$ cat src/rtl/pool_relu_writer_pkg.sv
// Shared widths, FSM state type and the lane-wise signed max helper
// used by the pooling stages in front of the layer buffer.
package pool_relu_writer_pkg;

  localparam int dwidth = 16;
  localparam int PE_Num = 8;
  localparam int LB_AW  = 8;
  localparam int BUS_W  = dwidth * PE_Num;

  typedef enum logic {
    ST_IDLE = 1'b0,
    ST_RUN  = 1'b1
  } state_t;

  // Per-lane signed max; ties return b, which is bit-identical to a.
  function automatic logic [BUS_W-1:0] lane_max(input logic [BUS_W-1:0] a,
                                                 input logic [BUS_W-1:0] b);
    logic [BUS_W-1:0] r;
    r = '0;
    for (int k = 0; k < PE_Num; k++) begin
      if ($signed(a[k*dwidth +: dwidth]) > $signed(b[k*dwidth +: dwidth]))
        r[k*dwidth +: dwidth] = a[k*dwidth +: dwidth];
      else
        r[k*dwidth +: dwidth] = b[k*dwidth +: dwidth];
    end
    return r;
  endfunction

endpackage

$ cat src/rtl/pool_row_buf.sv
// Holds the horizontal maxima of one even row, one entry per pooled column.
// Latency: write lands at the clock edge, read of the same index is combinational.
// Backpressure: none; written whenever the owner asserts we.
module pool_row_buf #(
  parameter int DEPTH = 14,
  parameter int WIDTH = pool_relu_writer_pkg::BUS_W,
  parameter int IW    = 4
) (
  input  logic             clk,
  input  logic             we,
  input  logic [IW-1:0]    idx,
  input  logic [WIDTH-1:0] wdat,
  output logic [WIDTH-1:0] rdat
);

  // Flop array so the odd-row read and the even-row write never share a port.
  logic [WIDTH-1:0] mem [DEPTH];

  always_ff @(posedge clk) begin
    if (we) mem[idx] <= wdat;
  end

  assign rdat = mem[idx];

endmodule

$ cat src/rtl/pool_relu_writer.sv
// 2x2 stride-2 lane-wise max pool + ReLU, writing pooled pixels to the layer buffer.
// Latency: 1 cycle from the accepted odd-row/odd-col beat to the din_st write.
// Backpressure: none; beats are taken whenever din_valid is high while busy.
module pool_relu_writer
  import pool_relu_writer_pkg::LB_AW;
  import pool_relu_writer_pkg::state_t;
  import pool_relu_writer_pkg::ST_IDLE;
  import pool_relu_writer_pkg::ST_RUN;
  import pool_relu_writer_pkg::lane_max;
#(
  parameter int dwidth = pool_relu_writer_pkg::dwidth,
  parameter int PE_Num = pool_relu_writer_pkg::PE_Num,
  parameter int FMAP_W = 28,
  parameter int FMAP_H = 28
) (
  input  logic                     clk,
  input  logic                     rst,
  input  logic                     start,
  input  logic [LB_AW-1:0]         base_addr,
  input  logic                     din_valid,
  input  logic [PE_Num*dwidth-1:0] din,
  output logic                     busy,
  output logic                     done,
  output logic                     din_st,
  output logic [LB_AW-1:0]         layer_buffer_waddr,
  output logic [PE_Num*dwidth-1:0] dout
);

  localparam int BW     = PE_Num * dwidth;
  localparam int HALF_W = FMAP_W / 2;
  localparam int CW     = $clog2(FMAP_W);
  localparam int RW     = $clog2(FMAP_H);
  localparam int IW     = (HALF_W > 1) ? $clog2(HALF_W) : 1;

  state_t            state, state_nxt;
  logic [CW-1:0]     col;
  logic [RW-1:0]     row;
  logic [LB_AW-1:0]  wptr;
  logic [BW-1:0]     hreg;
  logic [BW-1:0]     hmax, vmax, relu, rb_rdat;
  logic [IW-1:0]     rb_idx;
  logic              start_acc, beat, last_beat, rb_we, pix_out;

  always_ff @(posedge clk) begin
    if (rst) state <= ST_IDLE;
    else     state <= state_nxt;
  end

  always_comb begin
    state_nxt = state;
    start_acc = 1'b0;
    beat      = 1'b0;
    case (state)
      ST_IDLE: begin
        if (start) begin
          start_acc = 1'b1;
          state_nxt = ST_RUN;
        end
      end
      ST_RUN: begin
        beat = din_valid;
        if (din_valid && last_beat) state_nxt = ST_IDLE;
      end
      default: state_nxt = ST_IDLE;
    endcase
  end

  assign busy      = (state == ST_RUN);
  assign last_beat = (row == RW'(FMAP_H - 1)) && (col == CW'(FMAP_W - 1));
  assign rb_idx    = IW'(col >> 1);
  assign rb_we     = beat && col[0] && !row[0];
  assign pix_out   = beat && col[0] && row[0];

  always_ff @(posedge clk) begin
    if (rst) begin
      col  <= '0;
      row  <= '0;
      wptr <= '0;
    end else if (start_acc) begin
      col  <= '0;
      row  <= '0;
      wptr <= base_addr;
    end else if (beat) begin
      if (col == CW'(FMAP_W - 1)) begin
        col <= '0;
        row <= last_beat ? '0 : row + 1'b1;
      end else begin
        col <= col + 1'b1;
      end
      if (pix_out) wptr <= wptr + 1'b1;
    end
  end

  // Left half of each horizontal pair; contents are don't-care until written.
  always_ff @(posedge clk) begin
    if (beat && !col[0]) hreg <= din;
  end

  pool_row_buf #(
    .DEPTH (HALF_W),
    .WIDTH (BW),
    .IW    (IW)
  ) u_row_buf (
    .clk  (clk),
    .we   (rb_we),
    .idx  (rb_idx),
    .wdat (hmax),
    .rdat (rb_rdat)
  );

  assign hmax = lane_max(hreg, din);
  assign vmax = lane_max(rb_rdat, hmax);

  always_comb begin
    relu = vmax;
    for (int k = 0; k < PE_Num; k++) begin
      if (vmax[k*dwidth + dwidth - 1]) relu[k*dwidth +: dwidth] = '0;
    end
  end

  always_ff @(posedge clk) begin
    if (rst) begin
      din_st             <= 1'b0;
      done               <= 1'b0;
      layer_buffer_waddr <= '0;
      dout               <= '0;
    end else begin
      din_st <= pix_out;
      done   <= beat && last_beat;
      if (pix_out) begin
        layer_buffer_waddr <= wptr;
        dout               <= relu;
      end
    end
  end

endmodule
$ cat config.mk
export PLATFORM = sky130hd
export DESIGN_NAME = pool_relu_writer
export DESIGN_NICKNAME = d
export VERILOG_FILES = /design/src/rtl/pool_relu_writer_pkg.sv /design/src/rtl/pool_row_buf.sv /design/src/rtl/pool_relu_writer.sv
export SDC_FILE = /design/constraint.sdc
export NUM_CORES = 2
export LEC_CHECK = 0
export BUFFER_PORTS_ARGS = -buffer_cell sky130_fd_sc_hd__clkbuf_2
export CORE_UTILIZATION = 52
export CTS_BUF_LIST = sky130_fd_sc_hd__clkbuf_4 sky130_fd_sc_hd__clkbuf_8
export CTS_CLUSTER_SIZE = 14
export DETAILED_ROUTE_END_ITERATION = 10
export PLACE_DENSITY = 0.74
export SETUP_SLACK_MARGIN = 0.1
export SKIP_CTS_REPAIR_TIMING = 1
export SLEW_MARGIN = 20
export SYNTH_ARGS = -nofsm -noshare
export SYNTH_HDL_FRONTEND = slang
export SYNTH_SLANG_ARGS = --single-unit
$ cat constraint.sdc
create_clock -name clk -period 16.15 [get_ports clk]
set_clock_uncertainty 0.1 [all_clocks]
set_input_delay 3.23 -clock clk [delete_from_list [all_inputs] [get_ports clk]]
set_output_delay 3.23 -clock clk [all_outputs]
set_load 0.02 [all_outputs]
# [Yosys cells after proc, flatten, opt, wreduce, memory -nomap -nowiden]
# Memories as Yosys holds them, arrays and structs flattened. A register that Yosys moved wholly into a read port is not among the register bits.
# Cells that the tools add are included.
[word_totals] register_bits=285 latch_bits=0 mem_bits_rw=1792 mem_bits_ro=0 inputBits=140 out_inout_bits=139 word_cells=84 mem_count=1
[memory_table] memory="u_row_buf.mem" depth=14 width=128 read_ports=1 rd_clocked_by_memory_dff=1 write_ports=1 line_no="pool_row_buf.sv:17" text="logic [WIDTH-1:0] mem [DEPTH];"
[classes] addsub=3 n_mul=0 n_div=0 n_lt_le_gt_ge=16 n_eq_ne=2 shift=0 n_mux=38 n_bitwise=1 reduce_logical=14
[ops] operator="16-bit > comparator" n=16
[ops] operator="16-bit 2-to-1 mux" n=16
[ops] operator="15-bit 2-to-1 mux" n=8
[ops] operator="8-bit 2-to-1 mux" n=3
[ops] operator="5-bit by 1-bit adder with 5-bit output, second input constant" n=2
[ops] operator="5-bit equality test, second input constant" n=2
[ops] operator="5-bit 2-to-1 mux" n=2
[ops] operator="8-bit by 1-bit adder with 8-bit output, second input constant" n=1
[ops] operator="4-bit 2-to-1 mux" n=2
[ops] operator="1-bit logical AND" n=7
[ops] operator="1-bit 2-to-1 mux" n=6
[ops] operator="2-bit AND reduction" n=2
[ops] operator="2-bit nonzero test" n=2
[ops] operator="1-bit zero test" n=2
[ops] operator="1-bit case mux with 2 select lines" n=1
[ops] operator="2-bit OR reduction" n=1
[ops] operator="1-bit NOT" n=1

# [Logic depth before layout (Yosys ltp)]
[logic_depth] depth_word=6 depth_mapped=29 mapped_depth_nobuf=21

# [Modules after synthesis]
# A second synthesis with hierarchy kept.
[hier_totals] cells_unflattened=5573 hier_area_um2=86148.9
[by_module_without_submodules] mod="pool_row_buf" instances=1 cells_each=3559 area_each_um2=67968.9 seq_area_each_um2=53811.6
[by_module_without_submodules] mod="pool_relu_writer" instances=1 cells_each=2014 area_each_um2=18179.9 seq_area_each_um2=6826.5

# [Worst setup path after synthesis]
# No wires, ideal clock.
[synth_path] kind="input-to-reg" from="input din_valid" to="memory u_row_buf.mem[0][0] (netlist bit) (enable)" setup_ns=0.772 t_arrival_ns=12.784 t_required_ns=15.278 slack_ns=2.495 stages=5 n_path_buf=1 path_cell_list="and2_1 -> clkbuf_1 -> nand2_1 -> or4_1 -> nor3_1"
[synth_between] elab_chain_len=5
[synth_lines] element="start, declared" line_no="pool_relu_writer.sv:20" text="input logic din_valid,"
[synth_lines] element="1-bit 2-to-1 mux" line_no="pool_relu_writer.sv:53" text="case (state)"
[synth_lines] element="1-bit logical AND (2 in series)" line_no="pool_relu_writer.sv:71" text="assign rb_we = beat && col[0] && !row[0];"
[synth_lines] element="1-bit 2-to-1 mux" line_no="pool_row_buf.sv:20" text="if (we) mem[idx] <= wdat;"
[synth_lines] element="1-bit 2-to-1 mux (not written as such)" line_no="pool_row_buf.sv:20"
[synth_lines] element="end, declared" line_no="pool_row_buf.sv:17"
# Every way passes these cells.

# [Worst setup path in the final report]
[layout_path] from="input din[69]" to="register dout[72]"
[layout_between] elab_chain_len=5
[layout_lines] element="start, declared" line_no="pool_relu_writer.sv:21" text="input logic [PE_Num*dwidth-1:0] din,"
[layout_lines] element="16-bit > comparator (*)" line_no="pool_relu_writer_pkg.sv:21" text="if ($signed(a[k*dwidth +: dwidth]) > $signed(b[k*dwidth +: dwidth]))"
[layout_lines] element="16-bit 2-to-1 mux (*)" line_no="pool_relu_writer_pkg.sv:21"
[layout_lines] element="net hmax[79]" line_no="pool_relu_writer.sv:40" text="logic [BW-1:0] hmax, vmax, relu, rb_rdat;"
[layout_lines] element="16-bit > comparator" line_no="pool_relu_writer_pkg.sv:21"
[layout_lines] element="16-bit 2-to-1 mux (*)" line_no="pool_relu_writer_pkg.sv:21"
[layout_lines] element="15-bit 2-to-1 mux (*)" line_no="pool_relu_writer.sv:117" text="if (vmax[k*dwidth + dwidth - 1]) relu[k*dwidth +: dwidth] = '0;"
[layout_lines] element="end signal, assigned" line_no="pool_relu_writer.sv:132" text="dout <= relu;"
[layout_lines] element="end, declared" line_no="pool_relu_writer.sv:26" text="output logic [PE_Num*dwidth-1:0] dout"
# Mark *: on every way through the listed nets, which the timed path passes. The rest lies on a longest branch.
# A chain may end at the register's enable or synchronous reset.

==> reports/results.tsv <==
metric	value	unit
Synth async-reset ratio	0	
final worst-path cycle share	0.529	
Setup violations, final	0	
mean post-synth cell area	17.4	um^2
yosys warns	0	
Synth Flop Type	edfxtp_1	
initial antenna violation count	2	
design area	97700	um^2
Hold Crit Class	reg2reg	
worst slew pin tran	1.09	ns
Lkg Pwr	33.3	nW
Wirelength per Cell	25.3	um
CTS Buf Count	348	
met2 WL	98300	um
WHS Path Cells	2	
top cell type by total area after synthesis	edfxtp_1	
Sink Count	2073	
Clock Tree Root	clkbuf_8	
crit-path cells	clkbuf_2, inv_1, ha_1, a211o_1, o211ai_1, a31oi_1, o311a_1, nor2_2, mux2_2, inv_1, ha_1, nand4_1, or3_1, nor2_1, or4b_1, nand4_1, a21o_1, mux2i_4, a32o_1	
share of cells above drive strength 1	0.257	
hold_ws	0.360	ns
Worst IR Drop VDD	0.0875	mV
met3 wire length	13900	um
Core ar.	166000	um^2
gpl congestion	0.825	
Final Hold Violating Endpoints	0	
CP endpoint kind	register	
Gate Count Post-Synth	4989	
sequential area share after synthesis	0.698	
DRT iter0 DRCs	4548	
Post-Route WL	200000	um
FP Rows	149	
most common cell in the netlist	edfxtp_1	
Worst EP required	16.95	ns
Max Cap Viol	0	
TritonCTS clock tree	built	
H-tree Lvls	5	
Die Wd	411	um
GRT Total Usage	0.236	
Overflow after GRT	0	
RSZ-0062 raised after global routing	false	
critical path fanouts, max	27	
critical path arrival	9.34	ns
initial core utilization	0.525	
CP Launch Type	primary input	
largest net degree at the start of global routing	122	
Setup CP Type	in2reg	
DP HPWL	113000	um
DRC Markers	0	
Post-synth top cells	edfxtp_1 (1920), mux4_2 (429), inv_1 (312)	
detailed-route via count	47588	
Final Instance Count excl. Fillers	7910	
TritonRoute pass-1 iters	5	
met1 WL	83900	um
pre-CTS WS	6.72	ns
Post-DRT Antenna Nets	0	
fin util	0.590	
Worst Reg-to-Reg Cells	14	
maximum buffer depth of the clock tree	4	
fmax	117	MHz
setup TNS	0	ns
Synth top area share	0.663	
setup ws final	7.61	ns
Power, Total	11.1	mW
Post-synth EDFFs	1920	
full die area	169000	um^2
Layout area overhead	12.3	%
first-pass GRT wire length	299000	um
Clk pin slew, worst setup/hold paths	0.06	ns
I/O pin count	279	
Critical Path Slowest Stage Cell	nor2_2	
FF+latch count, synth	2073	
relative slew slack	0.268	
DP Area	90800	um^2
fin nets	5861	
dominant cells by area after synthesis	edfxtp_1 (66%), mux4_2 (11%), ha_1 (3.6%)	
chip height	411	um
vias in the first global route	48040	
pwr/cell area	114	nW/um^2
placed insts	7309	
synthesized area	87000	um^2
Worst Min Path Start	layer_buffer_waddr[3]	
number of library cell types mapped by synthesis	90	
routed vias/inst	6.02	
status	complete, no violations	
uppermost layer routed	met4	
max incr delay on CP	0.86	ns
Skew-Pair Late Insertion Delay	1.01	ns
crit path time final	8.54	ns
CP Launch Point	din[69]	
Final Slew Violations	0	
Port Buf Inserts	270	
## layout by cell type, fill, tap and decap left out, drive strengths merged, types with 93 or more instances in the layout
cell type  netlist  routed
mux4           430     430
clkbuf         102     741
edfxtp        1920    1920
mux2            93      93
buf            143     100
mux2i          181     181
inv            315     317
o211ai          93      93
ha             251     251
a21oi          199     199
nor2           141     141
nand2          285     285
dfxtp          153     153
clkinv           0     104
## worst max-delay path: cells and delay by family
kind	cells	cell delay, ns
AOI/OAI and AO/OA	6	1.90
adders and majority gates	2	0.62
and+or+nand+nor	6	2.17
muxes	2	1.16
buffers and inverters	3	0.26
## report_power, final
part / switching (mW) / total, mW / internal (mW)
Sequential: 0.0108 / 5.99 / 5.98
Combinational: 0.384 / 0.538 / 0.154
Clock: 2.03 / 4.60 / 2.56
Total: 2.43 / 11.1 / 8.70
## logic make-up after synthesis
group | synth area share
flops | 0.698
mux | 0.144
simple gates | 0.0383
compound gates | 0.0532
buf+inv | 0.0285
fa+ha+maj | 0.0363
xor+xnor | 0.00121
other cells | 0.0000431
## final timing paths
check,endpoint,slack [ns]
worst max-delay path,dout[72],7.61
worst max register to register,dout[101],8.96
worst min register to register,layer_buffer_waddr[3],0.36
worst min-delay path,layer_buffer_waddr[3],0.36
## flip-flops by register name (all words and copies together) (netlist names), named ones only
register and count:
din_st 1, hreg 128, dout 120, done 1, row 5, col 5, busy 1, u_row_buf.mem 1792
layer_buffer_waddr 8, wptr 8
## routing by layer
layer  global-route usage  vias up
met2                0.384     1872
li1                     -    20858
met3               0.0419      328
met5                    0        -
met4               0.0685        0
met1                0.329    24530
## final cells by class
cell class                      count  area, um^2
Fill cell                       12085       67900
Sequential cell                  2073       60700
Multi-Input combinational cell   2363       24000
Clock buffer                      472        5900
Tap cell                         2189        2740
Timing Repair Buffer              369        2220
Inverter                          315        1180
Clock inverter                    126         896
Antenna cell                        3        7.51
Power figures use the tool's default switching activity.
